**src/rtl/varint_pkg.sv**
```systemverilog
`default_nettype none
// ============================================================================
// Module      : varint_pkg
// Description : Shared definitions for the varint encoder/decoder pair:
//               default decoded width, encoded-length helper and the
//               decoder state type with its encodings.
// Revision    : 1.0 - initial release
// ============================================================================
package varint_pkg;

  // Default width of a decoded value in bits.
  localparam int VARINT_DECODE_SIZE = 64;

  // Number of 7-bit groups needed to carry a value of the given width.
  function automatic int varint_max_bytes(input int decode_size);
    return (decode_size - 1) / 7 + 1;
  endfunction

  // Number of meaningful payload bits carried by the final group.
  function automatic int varint_last_bits(input int decode_size);
    return decode_size - 7 * (varint_max_bytes(decode_size) - 1);
  endfunction

  // Decoder state type and encodings.
  typedef logic [1:0] varint_state_t;

  localparam logic [1:0] ST_IDLE  = 2'd0; // waiting for the first byte
  localparam logic [1:0] ST_ACCUM = 2'd1; // gathering continuation bytes
  localparam logic [1:0] ST_HOLD  = 2'd2; // result presented, waiting on consumer
  localparam logic [1:0] ST_DRAIN = 2'd3; // overlong encoding, discarding tail

endpackage : varint_pkg
`default_nettype wire

```
**src/rtl/varint_stream_decoder.sv**
```systemverilog
`default_nettype none
// ============================================================================
// Module      : varint_stream_decoder
// Description : Streaming LEB128-style varint decoder. Accepts one encoded
//               byte per cycle over a valid/ready handshake, accumulates the
//               7-bit payload groups little-endian and presents the decoded
//               value, its encoded length and an error flag over a second
//               valid/ready handshake, one cycle after the terminating byte.
// Ports       : clk        - clock, all state updates on rising edge
//               rst_n      - synchronous active-low reset
//               in_valid   - in_byte carries an encoded byte
//               in_ready   - decoder accepts in_byte this cycle
//               in_byte    - [7] continuation flag, [6:0] payload
//               out_valid  - a decode result is present
//               out_ready  - consumer takes the result
//               out_value  - decoded value (DECODE_SIZE bits)
//               out_size   - encoded length in bytes (1..MAX_BYTES)
//               out_error  - overlong or overflowing encoding
// Revision    : 1.0 - initial release
// ============================================================================
module varint_stream_decoder
  import varint_pkg::*;
#(
  parameter int DECODE_SIZE = VARINT_DECODE_SIZE
) (
  input  logic                   clk,
  input  logic                   rst_n,
  input  logic                   in_valid,
  output logic                   in_ready,
  input  logic [7:0]             in_byte,
  output logic                   out_valid,
  input  logic                   out_ready,
  output logic [DECODE_SIZE-1:0] out_value,
  output logic [3:0]             out_size,
  output logic                   out_error
);

  localparam int MAX_BYTES = (DECODE_SIZE - 1) / 7 + 1;
  localparam int LAST_BITS = varint_last_bits(DECODE_SIZE);

  localparam logic [3:0] LAST_IDX = 4'(MAX_BYTES - 1);
  localparam logic [3:0] MAX_SIZE = 4'(MAX_BYTES);

  // out_size is only 4 bits wide, so longer encodings cannot be reported.
  if (MAX_BYTES > 15) begin : g_bad_max_bytes
    $error("varint_stream_decoder: MAX_BYTES exceeds 15, DECODE_SIZE too large");
  end

  varint_state_t          state;
  logic [DECODE_SIZE-1:0] acc;
  logic [3:0]             count;

  logic                   accept;
  logic                   cont;
  logic [6:0]             payload;
  logic                   at_last;
  logic [7:0]             shamt;
  logic [DECODE_SIZE-1:0] shifted;
  logic [DECODE_SIZE-1:0] merged;
  logic [7:0]             spill;
  logic                   overflow;

  assign in_ready  = rst_n && (state != ST_HOLD);
  assign out_valid = (state == ST_HOLD);

  assign accept  = in_valid && in_ready;
  assign cont    = in_byte[7];
  assign payload = in_byte[6:0];
  assign at_last = (count == LAST_IDX);

  // Group k lands at bits [7k+6:7k]; anything shifted past the top of the
  // value falls off the end of the vector and is discarded.
  assign shamt   = 8'(count) * 8'd7;
  assign shifted = DECODE_SIZE'(payload) << shamt;
  assign merged  = acc | shifted;

  // Payload bits of the final group that sit at or above DECODE_SIZE.
  // With LAST_BITS == 7 the whole group fits and spill is always zero.
  assign spill    = {1'b0, payload} >> LAST_BITS;
  assign overflow = at_last && (spill != 8'd0);

  always_ff @(posedge clk) begin
    if (!rst_n) begin
      state     <= ST_IDLE;
      acc       <= '0;
      count     <= 4'd0;
      out_value <= '0;
      out_size  <= 4'd0;
      out_error <= 1'b0;
    end else begin
      case (state)
        ST_IDLE, ST_ACCUM: begin
          if (accept) begin
            acc <= merged;
            if (at_last && cont) begin
              // Overlong: freeze the error result now and swallow the rest
              // of the encoding so the stream resynchronises afterwards.
              out_value <= merged;
              out_size  <= MAX_SIZE;
              out_error <= 1'b1;
              state     <= ST_DRAIN;
            end else if (cont) begin
              count <= count + 4'd1;
              state <= ST_ACCUM;
            end else begin
              out_value <= merged;
              out_size  <= count + 4'd1;
              out_error <= overflow;
              state     <= ST_HOLD;
            end
          end
        end

        ST_DRAIN: begin
          if (accept && !cont) begin
            state <= ST_HOLD;
          end
        end

        ST_HOLD: begin
          if (out_ready) begin
            acc   <= '0;
            count <= 4'd0;
            state <= ST_IDLE;
          end
        end

        default: begin
          state <= ST_IDLE;
        end
      endcase
    end
  end

endmodule : varint_stream_decoder
`default_nettype wire

```
**config.mk**
```make
export PLATFORM = sky130hd
export DESIGN_NAME = varint_stream_decoder
export DESIGN_NICKNAME = d
export VERILOG_FILES = /design/src/rtl/varint_pkg.sv /design/src/rtl/varint_stream_decoder.sv
export SDC_FILE = /design/constraint.sdc
export NUM_CORES = 1
export LEC_CHECK = 0
export CORE_ASPECT_RATIO = 1.5
export CORE_UTILIZATION = 35
export CTS_CLUSTER_DIAMETER = 200
export CTS_CLUSTER_SIZE = 30
export DETAILED_ROUTE_END_ITERATION = 16
export DONT_BUFFER_PORTS = 1
export GPL_TIMING_DRIVEN = 0
export PLACE_DENSITY_LB_ADDON = 0.25
export SLEW_MARGIN = 20
export SYNTH_ARGS = -nofsm -noshare
export SYNTH_HDL_FRONTEND = slang
export SYNTH_SLANG_ARGS = --single-unit
export TNS_END_PERCENT = 10
```
**constraint.sdc**
```tcl
create_clock -name clk -period 2.1 [get_ports clk]
set_input_delay 0.21 -clock clk [delete_from_list [all_inputs] [get_ports clk]]
set_output_delay 0.21 -clock clk [all_outputs]
set_load 0.01 [all_outputs]
```
==> results of run 1 <==
final cells by class:
| class | count | area [um^2] |
|---|---|---|
| clock inverter | 10 | 141 |
| inverter | 2 | 7.51 |
| clock buffer | 21 | 460 |
| sequential | 139 | 2780 |
| tap | 199 | 249 |
| buffer | 58 | 335 |
| timing repair buffer | 4 | 47.5 |
| fill | 1519 | 8800 |
| multi-input combinational | 383 | 2310 |
critical path, stage by stage, from the launching register on:
cell and delay, ps:
dfxtp_1 410, buf_4 260, inv_1 60, ha_1 210, nand3b_4 110, a21oi_4 70, buf_12 140, buf_4 190
buf_4 190, o211a_1 220
worst max-delay path by stage:
| stage | startpoint | slack [ps] | end |
|---|---|---|---|
| global placement | count[1]$_SDFFE_PN0P_ | -130 | out_value[57]$_SDFFE_PN0P_ |
| floorplan | count[0]$_SDFFE_PN0P_ | 450 | out_value[0]$_SDFFE_PN0P_ |
| global route | state[1]$_SDFFE_PN0P_ | -10 | acc[4]$_SDFFE_PN0P_ |
| finish | count[1]$_SDFFE_PN0P_ | 110 | out_value[31]$_SDFFE_PN0P_ |
| detailed placement | count[0]$_SDFFE_PN0P_ | -140 | out_value[60]$_SDFFE_PN0P_ |
| CTS | count[0]$_SDFFE_PN0P_ | 6 | out_value[56]$_SDFFE_PN0P_ |
cell families after synthesis:
family	after synthesis	share of synthesized area, %
AOI/OAI and AO/OA	206	25.7
xor gates and xnor gates	1	0.161
adders and majority gates	2	0.461
buffers and inverters	60	6.23
DFF	139	51.3
and+or+nand+nor	174	16.2
routing by layer:
layer  part of all wire [%]  wire length, um  vias to the layer above
met4                    2.7              418                        0
met3                    8.8             1360                       31
met2                     49             7560                      185
li1                       -                -                     2091
met5                      0                0                        -
met1                     39             6050                     2066
sequential cells by signal, indices dropped and copies added (netlist names):
register / count
count: 4
state: 2
out_size: 4
acc: 64
out_error: 1
out_value: 64
cell usage after synthesis, drive strengths merged, types with 2 or more instances:
master  count  area, um^2
a21oi     127         639
a22oi       2        15.0
a41oi       2        17.5
and2        7        43.8
and4b       2        20.0
and4bb      3        48.8
buf        27         214
clkbuf     31         116
dfxtp     139        2780
ha          2        25.0
inv         2        7.51
nand2      78         293
nand3       3        15.0
nand3b      2        27.5
nor2       65         244
nor2b       3        18.8
nor4        2        27.5
nor4b       4        95.1
o211a      64         641
o21ai       4        20.0
o221a       2        22.5
o32ai       3        26.3
where the power goes:
group	switching [mW]	internal, mW
Clock	1.13	1.93
Combinational	0.247	0.134
Sequential	0.0885	2.72
repair_timing:
action	4_1_cts	5_1_grt
gates resized for setup	1	8
hold buffers	2	0
endpoints found under the hold margin	4	0
pin swaps	0	1
setup buffers	0	2
endpoints found under the setup margin	60	57
==> flow_metrics.py, run 1 <==
metrics = {
    "final_layout": {
        "layout_commonest_cell": "dfxtp_1",
        "fin_nets": 619,
        "drive_above_1_share_pct": 11.8,
        "final_util_pct": 41.9,
        "areaGrowthSynthToFinish_pct": 16.8,
        "fin_area_mm2": 0.00634,
        "num_antenna_cells": 0,
        "finalNonFillerCells": 816,
        "final_cell_mix": "dfxtp_1 (139), a21oi_1 (126), nand2_1 (78)",
    },
    "min_path": {
        "holdPathStages": 2,
        "worstHoldPathType": "input port to register",
        "holdPathEnd": "state[0]$_SDFFE_PN0P_",
        "hp-start": "in_valid",
    },
    "synthesis": {
        "synth_area_mm2": 0.00543,
        "ys.flop_type": "dfxtp_1",
        "ys_seq_area_share_pct": 51.3,
        "synth_edf_count": 0,
        "syn_inst": 582,
        "async_flop_share_pct": 0,
        "synth_area_per_cell_um2": 9.32,
        "synth_fp_nets": 596,
        "yosys_warnings": 0,
        "ys_types": 38,
        "ys_ff_latch": 139,
    },
    "pwr": {
        "total_power_mw": 6.24,
        "p_per_area_mw_per_mm2": 985,
        "p_leak_nw": 3.03,
        "ir_worst_vdd_v": 0.000475,
    },
    "die": {
        "coreArea_mm2": 0.0151,
        "die_area_mm2": 0.0160,
        "ios": 83,
        "die_h_um": 155,
        "die_width_um": 104,
        "rows": 55,
        "start_util_pct": 35.8,
    },
    "global_routing": {
        "grt_max_degree": 17,
        "grt_pass1_wl_um": 23800,
        "grt.total_usage_pct": 19.6,
        "grt_overflow": 0,
        "grt_util_met2_pct": 32.7,
        "grt_pass1_vias": 4225,
        "groute.layer.met3.usage_pct": 7.08,
        "antenna_found_initial": 0,
        "busiest_layer": "met2",
        "grt_use_met1_pct": 22.6,
    },
    "clock_network": {
        "cts_tree": "done",
        "clock_path_buffers": 2,
        "cts.sinks": 139,
        "cts_made_buffers": 17,
        "clk_pin_slew_ps": 60,
        "clk_latency_ps": 420,
        "htreeDepth": 4,
        "cts-root-buf": "clkbuf_16",
    },
    "drt": {
        "avgRoutedWirePerCell_um": 18.8,
        "num_vias": 4373,
        "wl_um": 15400,
        "drc": 0,
        "vias_per_cell": 5.36,
        "drt_iter0_markers": 298,
        "ant_nets": 0,
        "dr.pass1.iters": 5,
    },
    "sta": {
        "finClkSkew_ps": 9.87,
        "final-max-slew-violation-count": 0,
        "setup_violations": 0,
        "fin_crit_sh_pct": 94.7,
        "fmax_mhz": 503,
        "rsz0062_at_grt": "yes",
        "hold_viol": 0,
        "period_needed_ps": 1990,
        "finalWorstSetupSlack_ps": 111,
        "max-slew-margin-rel_pct": 41.1,
        "setup_tns_ps": 0,
        "holdWs_ps": 64.8,
        "worst_pin_slew_ps": 884,
    },
    "place": {
        "io_buffers": 0,
        "dp_cells": 781,
        "placed_area_mm2": 0.00568,
        "hpwlAfterDp_um": 10300,
        "place_ws_ps": -140,
        "gp_congestion": 0.808,
    },
    "status": {
        "status": "finished, final reports clean",
    },
    "setup_path": {
        "rr_startpoint": "count[1]$_SDFFE_PN0P_",
        "cp.arrival_ps": 2290,
        "crit_type": "register to register",
        "critical_path_required_ps": 2410,
        "end_kind": "register",
        "cp_max_fo": 10,
        "r2r-end": "out_value[31]$_SDFFE_PN0P_",
        "critPathLaunchType": "register",
        "r2r_slack_ps": 110,
        "ff2ff_path_depth": 9,
    },
    "job": {
        "cap_violations": 0,
    },
}
No activity file was read; power rests on OpenSTA's default activity.
==> inputs of run 2 (changes only) <==
--- a/config.mk
+++ b/config.mk
@@ -6,6 +6,7 @@
 export NUM_CORES = 1
 export LEC_CHECK = 0
 export CORE_ASPECT_RATIO = 1.5
+export CORE_MARGIN = 2
 export CORE_UTILIZATION = 35
 export CTS_CLUSTER_DIAMETER = 200
 export CTS_CLUSTER_SIZE = 30
==> run 2 against run 1 <==
  * Sequential power about the same
  * Combinational power about the same
  * Critical path depth down 2
  * Via count up 0.87%
  * Cell count up 0.12%
  * Worst setup slack better by 12 ps
  * Utilization down 0.18 points
  * Clock-buffer cell count unchanged
  * Final area down 0.43%
  * Critical path type unchanged
  * Critical endpoint is now out_value[17]$_SDFFE_PN0P_
  * Largest cell class unchanged
==> flow_metrics.py, run 2 (synthesized netlist as in run 1, its figures left out) <==
metrics = {
    "global_routing": {
        "grt.total_usage_pct": 18.6,
        "antenna_found_initial": 0,
        "grt_max_degree": 17,
        "grt_overflow": 0,
        "grt_pass1_wl_um": 23400,
        "grt_pass1_vias": 4190,
    },
    "pwr": {
        "p_per_area_mw_per_mm2": 963,
        "total_power_mw": 6.08,
        "ir_worst_vdd_v": 0.000539,
        "p_leak_nw": 3.02,
    },
    "drt": {
        "num_vias": 4411,
        "vias_per_cell": 5.40,
        "drt_iter0_markers": 273,
        "ant_nets": 0,
        "dr.pass1.iters": 6,
        "wl_um": 15300,
        "avgRoutedWirePerCell_um": 18.7,
        "drc": 0,
    },
    "die": {
        "die_area_mm2": 0.0165,
        "start_util_pct": 35.8,
        "ios": 83,
        "coreArea_mm2": 0.0151,
        "die_h_um": 157,
        "rows": 55,
        "die_width_um": 106,
    },
    "clock_network": {
        "cts.sinks": 139,
        "clk_pin_slew_ps": 60,
        "cts_made_buffers": 17,
        "clock_path_buffers": 2,
        "clk_latency_ps": 420,
        "cts_tree": "done",
        "htreeDepth": 4,
        "cts-root-buf": "clkbuf_16",
    },
    "sta": {
        "final-max-slew-violation-count": 0,
        "setup_tns_ps": 0,
        "holdWs_ps": 66.0,
        "fmax_mhz": 506,
        "worst_pin_slew_ps": 872,
        "period_needed_ps": 1980,
        "finClkSkew_ps": 8.02,
        "rsz0062_at_grt": "yes",
        "hold_viol": 0,
        "fin_crit_sh_pct": 94.1,
        "max-slew-margin-rel_pct": 41.9,
        "finalWorstSetupSlack_ps": 123,
        "setup_violations": 0,
    },
    "place": {
        "place_ws_ps": -130,
        "dp_cells": 781,
        "gp_congestion": 0.812,
        "io_buffers": 0,
        "placed_area_mm2": 0.00568,
        "hpwlAfterDp_um": 10200,
    },
    "final_layout": {
        "areaGrowthSynthToFinish_pct": 16.3,
        "largestRegisters": "acc: 64 flops, out_value: 64 flops",
        "final_cell_mix": "dfxtp_1 (139), a21oi_1 (126), nand2_1 (78)",
        "drive_above_1_share_pct": 12.3,
        "fin_nets": 619,
        "fin_area_mm2": 0.00631,
        "final_util_pct": 41.7,
        "finalNonFillerCells": 817,
        "num_antenna_cells": 0,
        "layout_commonest_cell": "dfxtp_1",
    },
    "job": {
        "cap_violations": 0,
    },
    "setup_path": {
        "cp_max_fo": 10,
        "ff2ff_path_depth": 7,
        "critPathLaunchType": "register",
        "crit_type": "register to register",
        "cp.arrival_ps": 2290,
        "crit_chain": "ha_1 -> nand3b_4 -> a21oi_4 -> buf_4 -> clkbuf_1 -> nand2_1 -> o211a_1",
        "critical_path_required_ps": 2410,
        "slowest_stage": "dfxtp_1",
        "critPathTopFamily": "flip-flops",
        "path_buf_inv": 2,
        "cp.depth": 7,
        "max_stage_delay_ps": 550,
        "end_kind": "register",
    },
    "min_path": {
        "worstHoldPathType": "input port to register",
        "holdPathStages": 2,
    },
    "status": {
        "status": "finished, final reports clean",
    },
}
==> run 2: cell count changes in the layout (fill, tap and decap cells not counted), moves of 2 or more <==
cell,previous run,this run
bufinv_16,3,1
clkbuf_1,29,27
clkbuf_8,2,4
clkinv_2,2,5
clkinvlp_4,2,4
==> run 2: final timing paths <==
check / startpoint / endpoint / slack, ps
hold / removal: in_valid / state[0]$_SDFFE_PN0P_ / 70
setup reg to reg: count[0]$_SDFFE_PN0P_ / out_value[17]$_SDFFE_PN0P_ / 120
hold reg to reg: acc[6]$_SDFFE_PN0P_ / acc[6]$_SDFFE_PN0P_ / 470
setup / recovery: count[0]$_SDFFE_PN0P_ / out_value[17]$_SDFFE_PN0P_ / 120
==> run 2: worst reg2reg max path: stages (launching register included) <==
cell and delay, ps:
dfxtp_1 550, ha_1 270, nand3b_4 120, a21oi_4 180, buf_4 180, clkbuf_1 310
nand2_1 130, o211a_1 140
==> run 2: final cells by class <==
class | count | area [um^2]
well taps | 199 | 249
clock buffers | 21 | 480
inverters | 2 | 7.51
multi-input cells | 383 | 2310
fillers | 1499 | 8830
repair buffers | 4 | 47.5
clock inverters | 11 | 93.8
flip-flops and latches | 139 | 2780
plain buffers | 58 | 335
==> run 2: routing by layer <==
layer	up-vias	global-route usage, %	part of all wire [%]
met5	-	0	0
met2	170	30.1	48
met1	2105	22.0	41
met4	0	10.3	3.4
met3	37	5.41	8.0
li1	2099	-	-
==> run 2: timing repair <==
item                                    CTS  global route
setup buffers                             0             2
pin swaps                                 0             1
hold endpoints to repair                  4             0
endpoints found under the setup margin   60            50
gates resized for setup                   1             8
hold buffers                              2             0
==> run 2: report_power, final <==
| group | leakage (nW) | internal [mW] | switching, mW |
|---|---|---|---|
| Sequential | 1.13 | 2.72 | 0.0875 |
| Combinational | 1.61 | 0.135 | 0.246 |
| Clock | 0.277 | 1.74 | 1.15 |
| Total | 3.02 | 4.59 | 1.48 |
